## src/rtl/led_palette_sequencer_pkg.sv

```systemverilog
// Shared types and helpers for the LED palette sequencer: channel modes,
// staggered breathing phase computation and the P-bit to 8-bit expansion.
package led_palette_pkg;

  typedef enum logic [1:0] {
    LED_OFF     = 2'b00,
    LED_SOLID   = 2'b01,
    LED_BREATHE = 2'b10,
    LED_BLINK   = 2'b11
  } t_led_mode;

  // Start level of channel k: channels are spread evenly down from the top,
  // never below 1 so the triangle stays inside [1, MAX].
  function automatic int f_phase_init(input int k, input int T, input int P);
    int v_max;
    int v_step;
    int v_ph;
    v_max  = (1 << P) - 1;
    v_step = v_max / T;
    v_ph   = v_max - k * v_step;
    return (v_ph < 1) ? 1 : v_ph;
  endfunction

  // Left-align a P-bit level into 8 bits, padding the low bits with ones so
  // a breathing channel never reads as fully off.
  function automatic logic [7:0] f_expand(input logic [7:0] lvl, input int P);
    logic [7:0] v_pad;
    v_pad = 8'((1 << (8 - P)) - 1);
    return 8'(lvl << (8 - P)) | v_pad;
  endfunction

endpackage

```

## src/rtl/led_palette_sequencer_if.sv

```systemverilog
// Mode/mask inputs and duty-value outputs of the palette sequencer, bundled
// so the status logic (master) and the sequencer (slave) share one port.
interface led_palette_sequencer_if #(
  parameter int N = 4,
  parameter int M = 4
);
  localparam int BM_W = (M > 0) ? 2 * M : 1;
  localparam int BL_W = (M > 0) ? 8 * M : 1;

  logic              i_sync;
  logic [2*N-1:0]    i_color_mode;
  logic [3*N-1:0]    i_color_mask;
  logic [BM_W-1:0]   i_basic_mode;
  logic [8*N-1:0]    o_color_led_red_value;
  logic [8*N-1:0]    o_color_led_green_value;
  logic [8*N-1:0]    o_color_led_blue_value;
  logic [BL_W-1:0]   o_basic_led_lumin_value;
  logic              o_step_ce;

  modport master (
    output i_sync, i_color_mode, i_color_mask, i_basic_mode,
    input  o_color_led_red_value, o_color_led_green_value,
           o_color_led_blue_value, o_basic_led_lumin_value, o_step_ce
  );

  modport slave (
    input  i_sync, i_color_mode, i_color_mask, i_basic_mode,
    output o_color_led_red_value, o_color_led_green_value,
           o_color_led_blue_value, o_basic_led_lumin_value, o_step_ce
  );
endinterface

```

## src/rtl/led_palette_sequencer_triangle_channel.sv

```systemverilog
// One breathing channel: a P-bit level bouncing between 1 and MAX, holding
// for one step at each turn, starting from level PH heading down.
module led_triangle_channel
  import led_palette_pkg::*;
#(
  parameter int P  = 6,
  parameter int PH = 63
) (
  input  logic         i_clk,
  input  logic         i_arst_n,
  input  logic         i_ce,
  input  logic         i_sync,
  output logic [P-1:0] o_lvl
);

  localparam logic [P-1:0] LV_MAX = '1;
  localparam logic [P-1:0] LV_ONE = P'(1);
  localparam logic [P-1:0] LV_PH  = P'(PH);

  logic [P-1:0] r_lvl;
  logic         r_dir;

  // Triangle walk; resync reloads the start phase and wins over a step.
  always_ff @(posedge i_clk or negedge i_arst_n) begin
    if (!i_arst_n) begin
      r_lvl <= LV_PH;
      r_dir <= 1'b0;
    end else if (i_sync) begin
      r_lvl <= LV_PH;
      r_dir <= 1'b0;
    end else if (i_ce) begin
      if (r_dir) begin
        if (r_lvl == LV_MAX) r_dir <= 1'b0;
        else                 r_lvl <= r_lvl + 1'b1;
      end else begin
        if (r_lvl == LV_ONE) r_dir <= 1'b1;
        else                 r_lvl <= r_lvl - 1'b1;
      end
    end
  end

  assign o_lvl = r_lvl;

endmodule

```

## src/rtl/led_palette_sequencer.sv

```systemverilog
// Palette sequencer top: step divider, shared blink timing, T breathing
// channels and the registered per-colour duty multiplexer.
module led_palette_sequencer
  import led_palette_pkg::*;
#(
  parameter int parm_color_led_count        = 4,
  parameter int parm_basic_led_count        = 4,
  parameter int parm_FCLK                   = 40_000_000,
  parameter int parm_adjustments_per_second = 128,
  parameter int parm_pulse_bits             = 6,
  parameter int parm_blink_ticks            = 64
) (
  input  logic                     i_clk,
  input  logic                     i_arst_n,
  led_palette_sequencer_if.slave   io_bus
);

  localparam int N     = parm_color_led_count;
  localparam int M     = parm_basic_led_count;
  localparam int T     = N + M;
  localparam int P     = parm_pulse_bits;
  localparam int D     = parm_FCLK / parm_adjustments_per_second;
  localparam int DIV_W = (D > 1) ? $clog2(D) : 1;
  localparam int BT    = parm_blink_ticks;
  localparam int BLK_W = (BT > 1) ? $clog2(BT) : 1;
  localparam int BL_W  = (M > 0) ? 8 * M : 1;

  function automatic logic [7:0] f_duty(input t_led_mode mode, input logic en,
                                        input logic [7:0] breathe, input logic blink);
    logic [7:0] v_duty;
    v_duty = 8'h00;
    if (en) begin
      case (mode)
        LED_SOLID:   v_duty = 8'hFF;
        LED_BREATHE: v_duty = breathe;
        LED_BLINK:   v_duty = blink ? 8'hFF : 8'h00;
        default:     v_duty = 8'h00;
      endcase
    end
    return v_duty;
  endfunction

  logic [DIV_W-1:0] r_div_cnt;
  logic             r_step_ce;
  logic [BLK_W-1:0] r_blink_cnt;
  logic             r_blink_on;
  logic             w_div_wrap;
  logic [P-1:0]     w_lvl [T];
  logic [7:0]       w_exp [T];
  logic [8*N-1:0]   r_red;
  logic [8*N-1:0]   r_green;
  logic [8*N-1:0]   r_blue;
  logic [BL_W-1:0]  r_lumin;

  assign w_div_wrap = (r_div_cnt == DIV_W'(D - 1));

  // Step divider; a resync restarts the count and drops any pending tick.
  always_ff @(posedge i_clk or negedge i_arst_n) begin
    if (!i_arst_n) begin
      r_div_cnt <= '0;
      r_step_ce <= 1'b0;
    end else if (io_bus.i_sync) begin
      r_div_cnt <= '0;
      r_step_ce <= 1'b0;
    end else begin
      r_step_ce <= w_div_wrap;
      r_div_cnt <= w_div_wrap ? '0 : r_div_cnt + 1'b1;
    end
  end

  // Blink half-period counter, advanced by step ticks; starts in the on phase.
  always_ff @(posedge i_clk or negedge i_arst_n) begin
    if (!i_arst_n) begin
      r_blink_cnt <= '0;
      r_blink_on  <= 1'b1;
    end else if (io_bus.i_sync) begin
      r_blink_cnt <= '0;
      r_blink_on  <= 1'b1;
    end else if (r_step_ce) begin
      if (r_blink_cnt == BLK_W'(BT - 1)) begin
        r_blink_cnt <= '0;
        r_blink_on  <= ~r_blink_on;
      end else begin
        r_blink_cnt <= r_blink_cnt + 1'b1;
      end
    end
  end

  for (genvar k = 0; k < T; k++) begin : g_ch
    led_triangle_channel #(
      .P  (P),
      .PH (f_phase_init(k, T, P))
    ) u_ch (
      .i_clk    (i_clk),
      .i_arst_n (i_arst_n),
      .i_ce     (r_step_ce),
      .i_sync   (io_bus.i_sync),
      .o_lvl    (w_lvl[k])
    );
    assign w_exp[k] = f_expand(8'(w_lvl[k]), P);
  end

  // Colour LED duty registers: mode selects the source, mask gates each colour.
  always_ff @(posedge i_clk or negedge i_arst_n) begin
    if (!i_arst_n) begin
      r_red   <= '0;
      r_green <= '0;
      r_blue  <= '0;
    end else begin
      for (int k = 0; k < N; k++) begin
        r_red[8*k +: 8]   <= f_duty(t_led_mode'(io_bus.i_color_mode[2*k +: 2]),
                                    io_bus.i_color_mask[3*k],     w_exp[k], r_blink_on);
        r_green[8*k +: 8] <= f_duty(t_led_mode'(io_bus.i_color_mode[2*k +: 2]),
                                    io_bus.i_color_mask[3*k + 1], w_exp[k], r_blink_on);
        r_blue[8*k +: 8]  <= f_duty(t_led_mode'(io_bus.i_color_mode[2*k +: 2]),
                                    io_bus.i_color_mask[3*k + 2], w_exp[k], r_blink_on);
      end
    end
  end

  if (M > 0) begin : g_basic
    // Basic LED duty registers; these channels follow the colour LEDs.
    always_ff @(posedge i_clk or negedge i_arst_n) begin
      if (!i_arst_n) begin
        r_lumin <= '0;
      end else begin
        for (int k = 0; k < M; k++) begin
          r_lumin[8*k +: 8] <= f_duty(t_led_mode'(io_bus.i_basic_mode[2*k +: 2]),
                                      1'b1, w_exp[N + k], r_blink_on);
        end
      end
    end
  end else begin : g_no_basic
    assign r_lumin = '0;
  end

  assign io_bus.o_color_led_red_value   = r_red;
  assign io_bus.o_color_led_green_value = r_green;
  assign io_bus.o_color_led_blue_value  = r_blue;
  assign io_bus.o_basic_led_lumin_value = r_lumin;
  assign io_bus.o_step_ce               = r_step_ce;

endmodule

```

## src/flat_wrapper.sv

```systemverilog
// flat-port wrapper written by rule: the top's interface ports become plain ports
module led_palette_sequencer_flat import led_palette_pkg::*;
#(
  parameter int parm_color_led_count        = 4,
  parameter int parm_basic_led_count        = 4,
  parameter int parm_FCLK                   = 40_000_000,
  parameter int parm_adjustments_per_second = 128,
  parameter int parm_pulse_bits             = 6,
  parameter int parm_blink_ticks            = 64
)
  (i_clk, i_arst_n, io_bus_i_sync, io_bus_i_color_mode, io_bus_i_color_mask, io_bus_i_basic_mode, io_bus_o_color_led_red_value, io_bus_o_color_led_green_value, io_bus_o_color_led_blue_value, io_bus_o_basic_led_lumin_value, io_bus_o_step_ce);
  led_palette_sequencer_if #(.N((4)), .M((4))) io_bus_i ();
  input  logic i_clk;
  input  logic i_arst_n;
  input wire logic [$bits(io_bus_i.i_sync)-1:0] io_bus_i_sync;
  input wire logic [$bits(io_bus_i.i_color_mode)-1:0] io_bus_i_color_mode;
  input wire logic [$bits(io_bus_i.i_color_mask)-1:0] io_bus_i_color_mask;
  input wire logic [$bits(io_bus_i.i_basic_mode)-1:0] io_bus_i_basic_mode;
  output wire logic [$bits(io_bus_i.o_color_led_red_value)-1:0] io_bus_o_color_led_red_value;
  output wire logic [$bits(io_bus_i.o_color_led_green_value)-1:0] io_bus_o_color_led_green_value;
  output wire logic [$bits(io_bus_i.o_color_led_blue_value)-1:0] io_bus_o_color_led_blue_value;
  output wire logic [$bits(io_bus_i.o_basic_led_lumin_value)-1:0] io_bus_o_basic_led_lumin_value;
  output wire logic [$bits(io_bus_i.o_step_ce)-1:0] io_bus_o_step_ce;
  assign io_bus_i.i_sync = io_bus_i_sync;
  assign io_bus_i.i_color_mode = io_bus_i_color_mode;
  assign io_bus_i.i_color_mask = io_bus_i_color_mask;
  assign io_bus_i.i_basic_mode = io_bus_i_basic_mode;
  assign io_bus_o_color_led_red_value = io_bus_i.o_color_led_red_value;
  assign io_bus_o_color_led_green_value = io_bus_i.o_color_led_green_value;
  assign io_bus_o_color_led_blue_value = io_bus_i.o_color_led_blue_value;
  assign io_bus_o_basic_led_lumin_value = io_bus_i.o_basic_led_lumin_value;
  assign io_bus_o_step_ce = io_bus_i.o_step_ce;
  led_palette_sequencer #(.parm_color_led_count(parm_color_led_count), .parm_basic_led_count(parm_basic_led_count), .parm_FCLK(parm_FCLK), .parm_adjustments_per_second(parm_adjustments_per_second), .parm_pulse_bits(parm_pulse_bits), .parm_blink_ticks(parm_blink_ticks)) u_core (.i_clk(i_clk), .i_arst_n(i_arst_n), .io_bus(io_bus_i));
endmodule
```

## config.mk

```make
export PLATFORM = sky130hd
export DESIGN_NAME = led_palette_sequencer_flat
export DESIGN_NICKNAME = d
export VERILOG_FILES = /design/src/rtl/led_palette_sequencer_pkg.sv /design/src/rtl/led_palette_sequencer_if.sv /design/src/rtl/led_palette_sequencer_triangle_channel.sv /design/src/rtl/led_palette_sequencer.sv /design/src/flat_wrapper.sv
export SDC_FILE = /design/constraint.sdc
export NUM_CORES = 1
export LEC_CHECK = 0
export CORE_MARGIN = 2
export CORE_UTILIZATION = 55
export CTS_BUF_LIST = sky130_fd_sc_hd__clkbuf_4
export DETAILED_ROUTE_END_ITERATION = 6
export PLACE_DENSITY = 0.83
export REMOVE_ABC_BUFFERS = 1
export SETUP_SLACK_MARGIN = 0.2
export SKIP_CTS_REPAIR_TIMING = 1
export SYNTH_ARGS = -nofsm -noshare
export SYNTH_HDL_FRONTEND = slang
export SYNTH_SLANG_ARGS = --single-unit
export TNS_END_PERCENT = 1
```

## constraint.sdc

```tcl
create_clock -name i_clk -period 2.25 [get_ports i_clk]
set_clock_uncertainty 0.1 [all_clocks]
set_input_delay 0.45 -clock i_clk [delete_from_list [all_inputs] [get_ports i_clk]]
set_output_delay 0.45 -clock i_clk [all_outputs]
set_load 0.01 [all_outputs]
```

==> results.toml <==
[status]
status = "finished, final reports clean"

[synth]
netlist_instances = 900
postSynthAreaPerCell_sq_um = 10.2
synthTopCellsByCount = "dfrtp_1 (167), nor2_1 (111), a21oi_1 (68), and2_1 (48), clkbuf_1 (42)"
yosysWarnings = 0
synth.distinct_cells = 56
synth_edf_count = 0
synth_top_cell_area_share_pct = 45.4
syn_area_sq_um = 9210
synth_ff_type = "dfrtp_1"
synth-seq-cells = 195
seq_area_frac_synth_pct = 53.4
synth.area.top_cells = "dfrtp_1 (45%), dfstp_2 (8.0%), nor2_1 (4.5%), a21oi_1 (3.7%), ha_1 (3.5%)"
ys_async_sr_fraction_pct = 100
synth_top_cell_by_area = "dfrtp_1"
synth.most_common_cell = "dfrtp_1"

[floorplanning]
io_pins = 160
core-area_sq_um = 16500
die_w_um = 133
die-area_sq_um = 17800
die_h_um = 133
rows = 47
start_util_pct = 55.9

[timing]
finalSetupViolations = 0
grt_setup_unrepaired = "true"
slew_headroom_pct = 58.0
final.setup.tns_ps = 0
setup_slack_ps = 131
fin_crit_ps = 2120
slew_violations = 0
fmax_ghz = 0.472
fin_crit_sh_pct = 94.2
hold_violations = 0
tightest_slew_ps = 629

[place]
dp.cells = 1241
dp_slack_ps = 166
io_buffers = 159
dp_hpwl_um = 13600
gp_congestion = 0.814

[grt]
gr-total-overflow = 0
antenna_found_initial = 1
grt_max_degree = 53
grt_pass1_wl_um = 31900
track_usage_pct = 22.2
grt_pass1_vias = 6571

[worst_setup_path]
cp.arrival_ps = 1570
r2r_cells = 4
cp.required_ps = 1700
critical_path_class = "flip-flop to output pin"
crit_chain = "clkdlybuf4s50_1"
crit_slowest_cell = "clkdlybuf4s50_1"
critPathTopFamily = "buffers and inverters"
critical_path_depth = 1
path_buf_inv = 1
worstSetupStartpointType = "flip-flop"
cp_max_fo = 1
critPathCaptureType = "output pin"
max_stage_delay_ps = 570

[clock_tree]
cts.sinks = 195
clk_latency_ps = 610
cts_root_buf = "clkbuf_4"
cts_made_buffers = 17
clockBufferDepth = 2
clk_pin_slew_worst_paths_ps = 160
htreeDepth = 4
cts_tree = "built"

[drt]
first_pass_iters = 5
final_antenna_net_count = 0
first_iter_violations = 440
dr_total_vias = 7118
wire_per_inst_um = 15.0
routed_wl_um = 19200
drc_errors = 0
viasPerCell = 5.58

[min_path]
whs_path_depth = 3
hold_class = "input port to flip-flop"

[layout]
syn2layout_area_growth_pct = 22.6
final_nets = 1098
final_cells = 1275
fin_util_pct = 68.5
layout-drive-gt1-share_pct = 10.7

[pwr]
p_leak_uw = 0.00471
powerDensity_nw_per_um2 = 548
vdd_ir_drop_max_uv = 280

[job]
cap_violations = 0
[worst reg2reg max path, cell delays in order, from the launching register on]
cell,delay (ps)
dfrtp_1,470
or3_1,450
or4_1,420
a211oi_1,240
mux2_2,360
[flip-flops by register name (all words and copies together) (netlist names)]
| register | count |
|---|---|
| u_core.r_div_cnt | 19 |
| u_core.io_bus.o_color_led_red_value | 28 |
| u_core.io_bus.o_step_ce | 1 |
| u_core.io_bus.o_color_led_green_value | 28 |
| u_core.g_ch.u_ch.o_lvl | 48 |
| u_core.r_blink_on | 1 |
| u_core.io_bus.o_color_led_blue_value | 28 |
| u_core.io_bus.o_basic_led_lumin_value | 28 |
| u_core.r_blink_cnt | 6 |
| u_core.g_ch.u_ch.r_dir | 8 |
[cells in the final DEF (no fill, tap or decap), types with 10 or more instances in the layout]
| cell type | Yosys | routed |
|---|---|---|
| xnor2_1 | 13 | 13 |
| inv_1 | 39 | 39 |
| dfrtp_1 | 167 | 166 |
| a21oi_1 | 68 | 68 |
| buf_4 | 16 | 24 |
| and3_1 | 10 | 10 |
| or3_1 | 24 | 24 |
| nor2b_1 | 13 | 13 |
| o31ai_1 | 21 | 21 |
| ha_1 | 26 | 26 |
| xor2_1 | 11 | 11 |
| o311ai_0 | 10 | 10 |
| dfstp_2 | 28 | 28 |
| mux2i_1 | 12 | 12 |
| o21ai_0 | 22 | 22 |
| nor3_1 | 20 | 20 |
| nand2_1 | 35 | 35 |
| a211oi_1 | 14 | 14 |
| clkdlybuf4s50_1 | 0 | 156 |
| nand4_1 | 21 | 21 |
| nor2_1 | 111 | 111 |
| clkbuf_4 | 0 | 18 |
| or4_1 | 21 | 21 |
| nand3_1 | 20 | 20 |
| and2_1 | 48 | 48 |
[stage by stage]
stage / power [uW] / hold slack, ps / instance area [sq um]
2_1_floorplan: 3950 / 54.4 / 8890
3_3_place_gp: 4440 / 335 / 11000
3_5_place_dp: 4450 / 338 / 11000
4_1_cts: 6260 / -351 / 11300
5_1_grt: 6460 / 130 / 11300
6_report: 6190 / 129 / 11300
[metal layers]
layer  vias to the layer above  global-route usage, %  wire length (um)
li1                       3434                      -                 -
met1                      3439                   29.7              8560
met2                       212                   36.2              9330
met3                        33                   4.49               926
met4                         0                   8.04               340
met5                         -                      0                 0
[where the power goes]
group          leakage, uW  total, uW  switching, uW  internal, uW
clock             0.000146       1810           1300           511
combinational      0.00215        696            336           360
sequential         0.00241       3680           47.1          3630
[final timing paths]
check / startpoint / endpoint / slack (ps)
worst max-delay path: u_core.io_bus.o_basic_led_lumin_value[21] / io_bus_o_basic_led_lumin_value[21] / 130
max in group asynchronous: i_arst_n / u_core.g_ch[6].u_ch.o_lvl[2] / 1110
worst min-delay path: io_bus_i_sync / u_core.g_ch[0].u_ch.r_dir / 130
worst min register to register: u_core.r_div_cnt[0] / u_core.r_div_cnt[0] / 400
worst max register to register: u_core.g_ch[7].u_ch.o_lvl[4] / u_core.g_ch[7].u_ch.o_lvl[5] / 130
min in group asynchronous: i_arst_n / u_core.io_bus.o_color_led_blue_value[10] / 230
[layout make-up]
type	instances	area [sq um]
clock inverters	14	140
flip-flops and latches	195	4920
diodes	1	2.50
clock buffers	18	135
inverters	40	150
multi-input cells	600	3820
repair buffers	187	1840
fillers	1228	5180
well taps	220	275
[logic make-up after synthesis]
family,share of synthesized area [%]
muxes,2.16
adders and majority gates,3.53
xor gates and xnor gates,2.28
and+or+nand+nor,21.8
DFF,53.4
buffers and inverters,5.08
AOI/OAI and AO/OA,11.7
Power figures use the tool's default switching activity.
